$ cat src/rtl/input_mapper.sv
// input_mapper
//   Merges PS/2 key events and hps_io joystick words into registered
//   per-player control words. The key-to-control map is loaded at runtime
//   through a small write port. Coin bits are pulse-stretched so short
//   pulses are still seen by the core.
//
//   Optional feature: define AUTOFIRE_EN to build the autofire phase
//   generator and honour af_mask. Without it, af_mask is ignored and
//   buttons pass straight through.
//
// Ports
//   clock     in   clk_sys
//   reset     in   synchronous, active-high
//   ps2_key   in   [10] event toggle, [9] pressed, [8] extended, [7:0] scancode
//   joystick  in   hps_io words, player p at [p*W +: W]
//   map_wr    in   write one key-map slot
//   map_slot  in   slot index (values >= S are ignored)
//   map_code  in   {extended, scancode}; 9'h000 means unmapped
//   af_mask   in   per-button autofire enable
//   players   out  per-player control word, same bit order as joystick
//   service   out  service key states
//
// Player word: [0] right, [1] left, [2] down, [3] up, [4 +: NB] buttons,
//              [4+NB] start, [5+NB] coin, [6+NB] pause.

module input_mapper #(
  parameter int NUM_PLAYERS = 2,
  parameter int NUM_BUTTONS = 3,
  parameter int NUM_SERVICE = 2,
  parameter int COIN_MIN    = 16,
  parameter int AF_PERIOD   = 4096,
  localparam int W          = NUM_BUTTONS + 7,
  localparam int S          = NUM_PLAYERS * W + NUM_SERVICE,
  localparam int SLOT_W     = $clog2(S)
) (
  input  logic                               clock,
  input  logic                               reset,
  input  logic [10:0]                        ps2_key,
  input  logic [NUM_PLAYERS*W-1:0]           joystick,
  input  logic                               map_wr,
  input  logic [SLOT_W-1:0]                  map_slot,
  input  logic [8:0]                         map_code,
  input  logic [NUM_PLAYERS*NUM_BUTTONS-1:0] af_mask,
  output logic [NUM_PLAYERS*W-1:0]           players,
  output logic [NUM_SERVICE-1:0]             service
);

  localparam int PW       = NUM_PLAYERS * W;
  localparam int CW       = $clog2(COIN_MIN + 1);
  localparam int COIN_BIT = 5 + NUM_BUTTONS;

  logic             toggle_q;
  logic             key_event;
  logic [8:0]       key_map [S];
  logic [S-1:0]     key_state;
  logic [PW-1:0]    raw;
  logic [PW-1:0]    players_next;
  logic [NUM_PLAYERS-1:0] coin_prev;
  logic [CW-1:0]    coin_cnt [NUM_PLAYERS];

  // The toggle bit is tracked even during reset so that the first edge
  // after reset does not produce a spurious event.
  always_ff @(posedge clock) begin
    toggle_q <= ps2_key[10];
  end

  assign key_event = ps2_key[10] ^ toggle_q;

  // Key map and key state. The map write is placed after the event update
  // so a write to a slot overrides an event hitting the same slot.
  always_ff @(posedge clock) begin
    if (reset) begin
      key_state <= '0;
      for (int s = 0; s < S; s++) begin
        key_map[s] <= 9'h000;
      end
    end else begin
      for (int s = 0; s < S; s++) begin
        if (key_event && (key_map[s] != 9'h000) && (key_map[s] == ps2_key[8:0])) begin
          key_state[s] <= ps2_key[9];
        end
        if (map_wr && (map_slot == SLOT_W'(s))) begin
          key_map[s]   <= map_code;
          key_state[s] <= 1'b0;
        end
      end
    end
  end

  assign raw = key_state[PW-1:0] | joystick;

`ifdef AUTOFIRE_EN
  localparam int AFW = (AF_PERIOD > 1) ? $clog2(AF_PERIOD) : 1;

  logic [AFW-1:0] af_cnt;
  logic           af_phase;

  // Free-running phase generator; the phase starts high so a freshly
  // pressed autofire button fires immediately after reset.
  always_ff @(posedge clock) begin
    if (reset) begin
      af_cnt   <= '0;
      af_phase <= 1'b1;
    end else if (af_cnt == AFW'(AF_PERIOD - 1)) begin
      af_cnt   <= '0;
      af_phase <= ~af_phase;
    end else begin
      af_cnt <= af_cnt + 1'b1;
    end
  end
`else
  logic unused_af;
  assign unused_af = (^af_mask) ^ (AF_PERIOD == 0);
`endif

  // Output word before registering: raw bits, with each coin bit held high
  // while its stretch counter is still running.
  always_comb begin
    players_next = raw;
    for (int p = 0; p < NUM_PLAYERS; p++) begin
      players_next[p*W + COIN_BIT] = raw[p*W + COIN_BIT] | (coin_cnt[p] != '0);
`ifdef AUTOFIRE_EN
      for (int b = 0; b < NUM_BUTTONS; b++) begin
        if (af_mask[p*NUM_BUTTONS + b]) begin
          players_next[p*W + 4 + b] = raw[p*W + 4 + b] & af_phase;
        end
      end
`endif
    end
  end

  // Coin stretch counters and output registers. A rising raw coin edge
  // (re)loads the counter; otherwise it counts down and rests at zero.
  always_ff @(posedge clock) begin
    if (reset) begin
      coin_prev <= '0;
      for (int p = 0; p < NUM_PLAYERS; p++) begin
        coin_cnt[p] <= '0;
      end
      players <= '0;
      service <= '0;
    end else begin
      for (int p = 0; p < NUM_PLAYERS; p++) begin
        coin_prev[p] <= raw[p*W + COIN_BIT];
        if (raw[p*W + COIN_BIT] && !coin_prev[p]) begin
          coin_cnt[p] <= CW'(COIN_MIN - 1);
        end else if (coin_cnt[p] != '0) begin
          coin_cnt[p] <= coin_cnt[p] - 1'b1;
        end
      end
      players <= players_next;
      service <= key_state[PW +: NUM_SERVICE];
    end
  end

endmodule

$ cat config.mk
export PLATFORM = sky130hd
export DESIGN_NAME = input_mapper
export DESIGN_NICKNAME = d
export VERILOG_FILES = /design/src/rtl/input_mapper.sv
export SDC_FILE = /design/constraint.sdc
export NUM_CORES = 1
export LEC_CHECK = 0
export ABC_AREA = 1
export CAP_MARGIN = 20
export CORE_MARGIN = 2
export CORE_UTILIZATION = 55
export CTS_BUF_LIST = sky130_fd_sc_hd__clkbuf_4 sky130_fd_sc_hd__clkbuf_8
export DETAILED_ROUTE_END_ITERATION = 12
export PLACE_DENSITY_LB_ADDON = 0.12
export SLEW_MARGIN = 15
export SYNTH_ARGS = -nofsm -noshare
export SYNTH_HDL_FRONTEND = slang
export SYNTH_SLANG_ARGS = --single-unit
$ cat constraint.sdc
create_clock -name clock -period 3.15 [get_ports clock]
set_input_delay 0.315 -clock clock [delete_from_list [all_inputs] [get_ports clock]]
set_output_delay 0.315 -clock clock [all_outputs]
set_load 0.03 [all_outputs]
=== After elaboration in Yosys (flattened, before gate mapping) ===
Memory sizes are Yosys's and may differ from the RTL's.
Cells that the tools add are included.

* Mux-type cells: 108
* Reductions and logical operators: 117
* Bitwise logic cells: 30
* Add/subtract/negate cells: 2
* Equality and inequality tests: 43

{| class="wikitable"
|+ Operators with widths
! kind !! count
|-
| 9-bit == test || 22
|-
| 9-bit 2-to-1 mux || 22
|-
| 9-bit nonzero test || 22
|-
| 1-bit 2-to-1 mux || 82
|-
| 1-bit logical AND || 68
|-
| 2-bit OR reduction || 22
|-
| 5-bit by 4-bit == test with 1-bit output, second input constant || 8
|-
| 5-bit == test, second input constant || 6
|-
| 1-bit OR || 28
|-
| 5-bit by 3-bit == test with 1-bit output, second input constant || 4
|-
| 5-bit 2-to-1 mux || 4
|-
| 20-bit OR || 1
|-
| 5-bit by 2-bit == test with 1-bit output, second input constant || 2
|-
| 5-bit nonzero test || 2
|-
| 5-bit by 1-bit subtractor with 5-bit output, second input constant || 2
|-
| 5-bit by 1-bit == test with 1-bit output, second input constant || 1
|-
| 5-bit logical NOT || 1
|-
| 1-bit logical NOT || 2
|-
| 1-bit XOR || 1
|}

* Memories kept: 2
* Memory bits (writable): 208
* Output and inout bits: 22
* Register bits: 47

{| class="wikitable"
|+ Memories
! name !! depth !! bits a word !! rd ports !! clocked after memory_dff !! write ports !! RTL line !! RTL
|-
| key_map || 22 || 9 || 22 || 0 || 22 || 54 || <nowiki>logic [8:0] key_map [S];</nowiki>
|-
| coin_cnt || 2 || 5 || 2 || 0 || 2 || 59 || <nowiki>logic [CW-1:0] coin_cnt [NUM_PLAYERS];</nowiki>
|}

=== Depth between registers and ports, before layout ===
* Depth in word-level cells: 7
* Gate-level depth with buffers: 11
* Mapped depth without buffers: 9

=== Least setup slack after synthesis ===
No wires, ideal clock.

* Path kind: input-to-reg
* From: in map_slot[2]
* To: mem key_map[18][0] (netlist: key_map[2][18]) (enable)
* Path buffers: 0
* Setup time: 0.392 ns
* Path slack: 1.342 ns
* Stages: 3
* Arrival: 1.416 ns
* Cell sequence: nor2_4 -> nand3_1 -> o21ai_0

{| class="wikitable"
|+ RTL lines
! item !! RTL line !! RTL
|-
| from (decl) || 41 || <nowiki>input logic [SLOT_W-1:0] map_slot,</nowiki>
|-
| to (decl) || 54 ||
|}

==> metrics <==
Syn Inst Count around 1900; drc violations 0; crit-path max FO 9; top cells by count, synth 636 x nand2_1, 472 x nor2_1, 225 x inv_1, 208 x edfxtp_1, 70 x nand3_1; H-tree levels 2; Sw Share 0.265; 1st-pass router iterations 6; final wirelength around 38 mm; Yosys cell types 30; # Max-Cap Violations 0; All-Layer GR Usage 0.290; Post-synth EDFFs roughly 210; Syn. warnings 0; clk root buf clkbuf_8; crit-path cells clkdlybuf4s50_1 -> inv_1 -> nor2_2 -> inv_2 -> nor2_2 -> inv_2 -> nor2_1 -> nor2_1 -> inv_1; Detailed Route Iter0 Violations approximately 1000; post-cts resize count 0; dpl hpwl between 20 and 25 mm; area share of the largest cell type after synthesis 0.460; antenna diode count 0; Pins Over Slew Limit 0; sequential area share after synthesis 0.529; clock group share of total power 0.381; grt total ovfl 0; CP max-delay cell clkdlybuf4s50_1; Worst Path Arrival about 2.1 ns; num ports 76; postcts setup bufs 0; Comb pwr share 0.124; Flop pwr share 0.495; core box area approximately 24000 um^2; Hold Slack ~0.23 ns; first-pass GRT wire length about 57 mm; initial antenna violation count 0; final hold violation count 0; met3 Use GR 0.0537; final setup vio count 0; critical path data required time about 3.4 ns; crit path kind primary input to register; global route hottest layer met2; die area 26000 um^2; fin area about 15000 um^2; post-route ant nets 0; CTS tree done; CTS buffer count 44; switching pwr roughly 2100 uW; layout cell share with drive strength beyond 1 0.0799; Final Critical Period approximately 1.9 ns; cell with the most instances after synthesis nand2_1; clk sinks roughly 260; outcome complete, no violations; Final #Nets about 2000; Internal Power between 5000 and 6000 uW; fmax between 0.5 and 0.6 GHz; Async SR Flop Fraction 0; Final Util 0.635; Post-CTS Hold Fix Bufs 0; vias in the first global route 11000; Skew-Pair Late Insertion Delay between 0.5 and 0.6 ns; placed cell areas around 15000 um^2; Starting Density 0.559; CP Launch Type primary input; row count between 50 and 60; Final TNS setup 0 ns; clock transition at the registers of the reported paths approximately 0.060 ns; Synth area leaders edfxtp_1 46%, nand2_1 18%, nor2_1 13%, dfxtp_1 6.9%, inv_1 6.2%; pin count of the biggest net entering global routing 38; power per cell area around 520 nW/um^2; Main synth FF type edfxtp_1; post-synthesis register bit count ~260; die span in y about 160 um; Worst Setup End Kind register; Vias/cell roughly 5.1; Max VDD drop 0.000373 V; GR Util met1 0.383; setup slack at placement between 0.7 and 0.8 ns; met2 Resource Use GR 0.477; period utilization 0.602; routed len/inst ~16 um; Slew HR 0.303; final setup margin between 1 and 1.5 ns; vias 11800; RSZ-0062 raised after global routing no; slowest stage delay, CP around 0.55 ns; Avg Inst Size Synth between 7 and 8 um^2; largest area contributor in the netlist edfxtp_1; measured slew at the worst slew-check pin roughly 1.0 ns; Clock Tree Buf Depth 3; P_leak roughly 0.0073 uW; Final GP Congestion approximately 0.83; number of port buffers 69; post-synthesis net count 1910; Die Wd around 160 um; area grow syn2layout 13.6%; post-synthesis cell area between 10000 and 15000 um^2; Min-Delay Path Class primary input to register; Final Skew between 0.015 and 0.02 ns
==> logic make-up after synthesis <==
family          after synthesis  share of synthesized area
simple gates               1238                      0.360
buf+inv                     320                     0.0943
flops                       255                      0.529
compound gates               37                     0.0138
xor+xnor                      2                    0.00129
fa+ha+maj                     2                    0.00184
==> routing by layer <==
metal | vias to the layer above | wire (um)
met5 | - | 0
met4 | 0 | 1220
met3 | 100 | 3860
met2 | 523 | 17300
met1 | 5306 | 15300
li1 | 5825 | -
==> area by class of cell <==
type	instances	area [um^2]
multi-input combinational	1279	5120
tap	324	405
sequential	255	7190
clock buffer	67	822
clock inverter	10	66.3
inverter	265	997
fill	2163	8880
timing repair buffer	89	836
==> layout by cell type (no fill, tap or decap), drive strengths merged, types with 17 or more instances in the layout <==
| cell | n |
|---|---|
| clkdlybuf4s50 | 68 |
| dfxtp | 47 |
| buf | 21 |
| a21oi | 26 |
| clkbuf | 67 |
| nand3 | 70 |
| nand4 | 22 |
| nand2 | 649 |
| or2 | 17 |
| edfxtp | 208 |
| inv | 264 |
| nor2 | 477 |
==> power by group through the flow <==
stage          registers (uW)  clock network [uW]  logic (uW)
2_1_floorplan            4040                   0         620
3_3_place_gp             4030                   0         956
3_5_place_dp             4050                   0         983
4_1_cts                  3980                3100         989
5_1_grt                  4000                3230        1110
6_report                 3980                3070         995
==> flip-flops by register name, indices dropped and copies added, names as in the netlist <==
signal	flops
players	20
key_map	198
key_state	22
coin_cnt	10
coin_prev	2
service	2
toggle_q	1
==> worst paths after layout <==
path	from	endpoint	slack, ns	depth (start not counted)
setup / recovery	map_wr	key_map[0][65]$_SDFFCE_PN0P_	1.25	9
hold / removal	reset	players[6]$_SDFF_PP0_	0.23	3
setup reg to reg	coin_cnt[0][0]$_SDFFCE_PN0P_	coin_cnt[0][3]$_SDFFCE_PN0P_	1.49	8
hold reg to reg	key_state[21]$_SDFFE_PP0P_	service[1]$_SDFF_PP0_	0.43	2
==> metrics by stage <==
stage          std cells  total power, uW
2_1_floorplan       1854             4660
3_3_place_gp        2212             4990
3_5_place_dp        2212             5030
4_1_cts             2289             8060
5_1_grt             2289             8340
6_report            2289             8040
==> critical path, delay by kind of cell <==
family                 cells  cell delay [ns]
buffers and inverters      5             1.03
and+or+nand+nor            4             0.76
(Power assumes the default switching activity.)
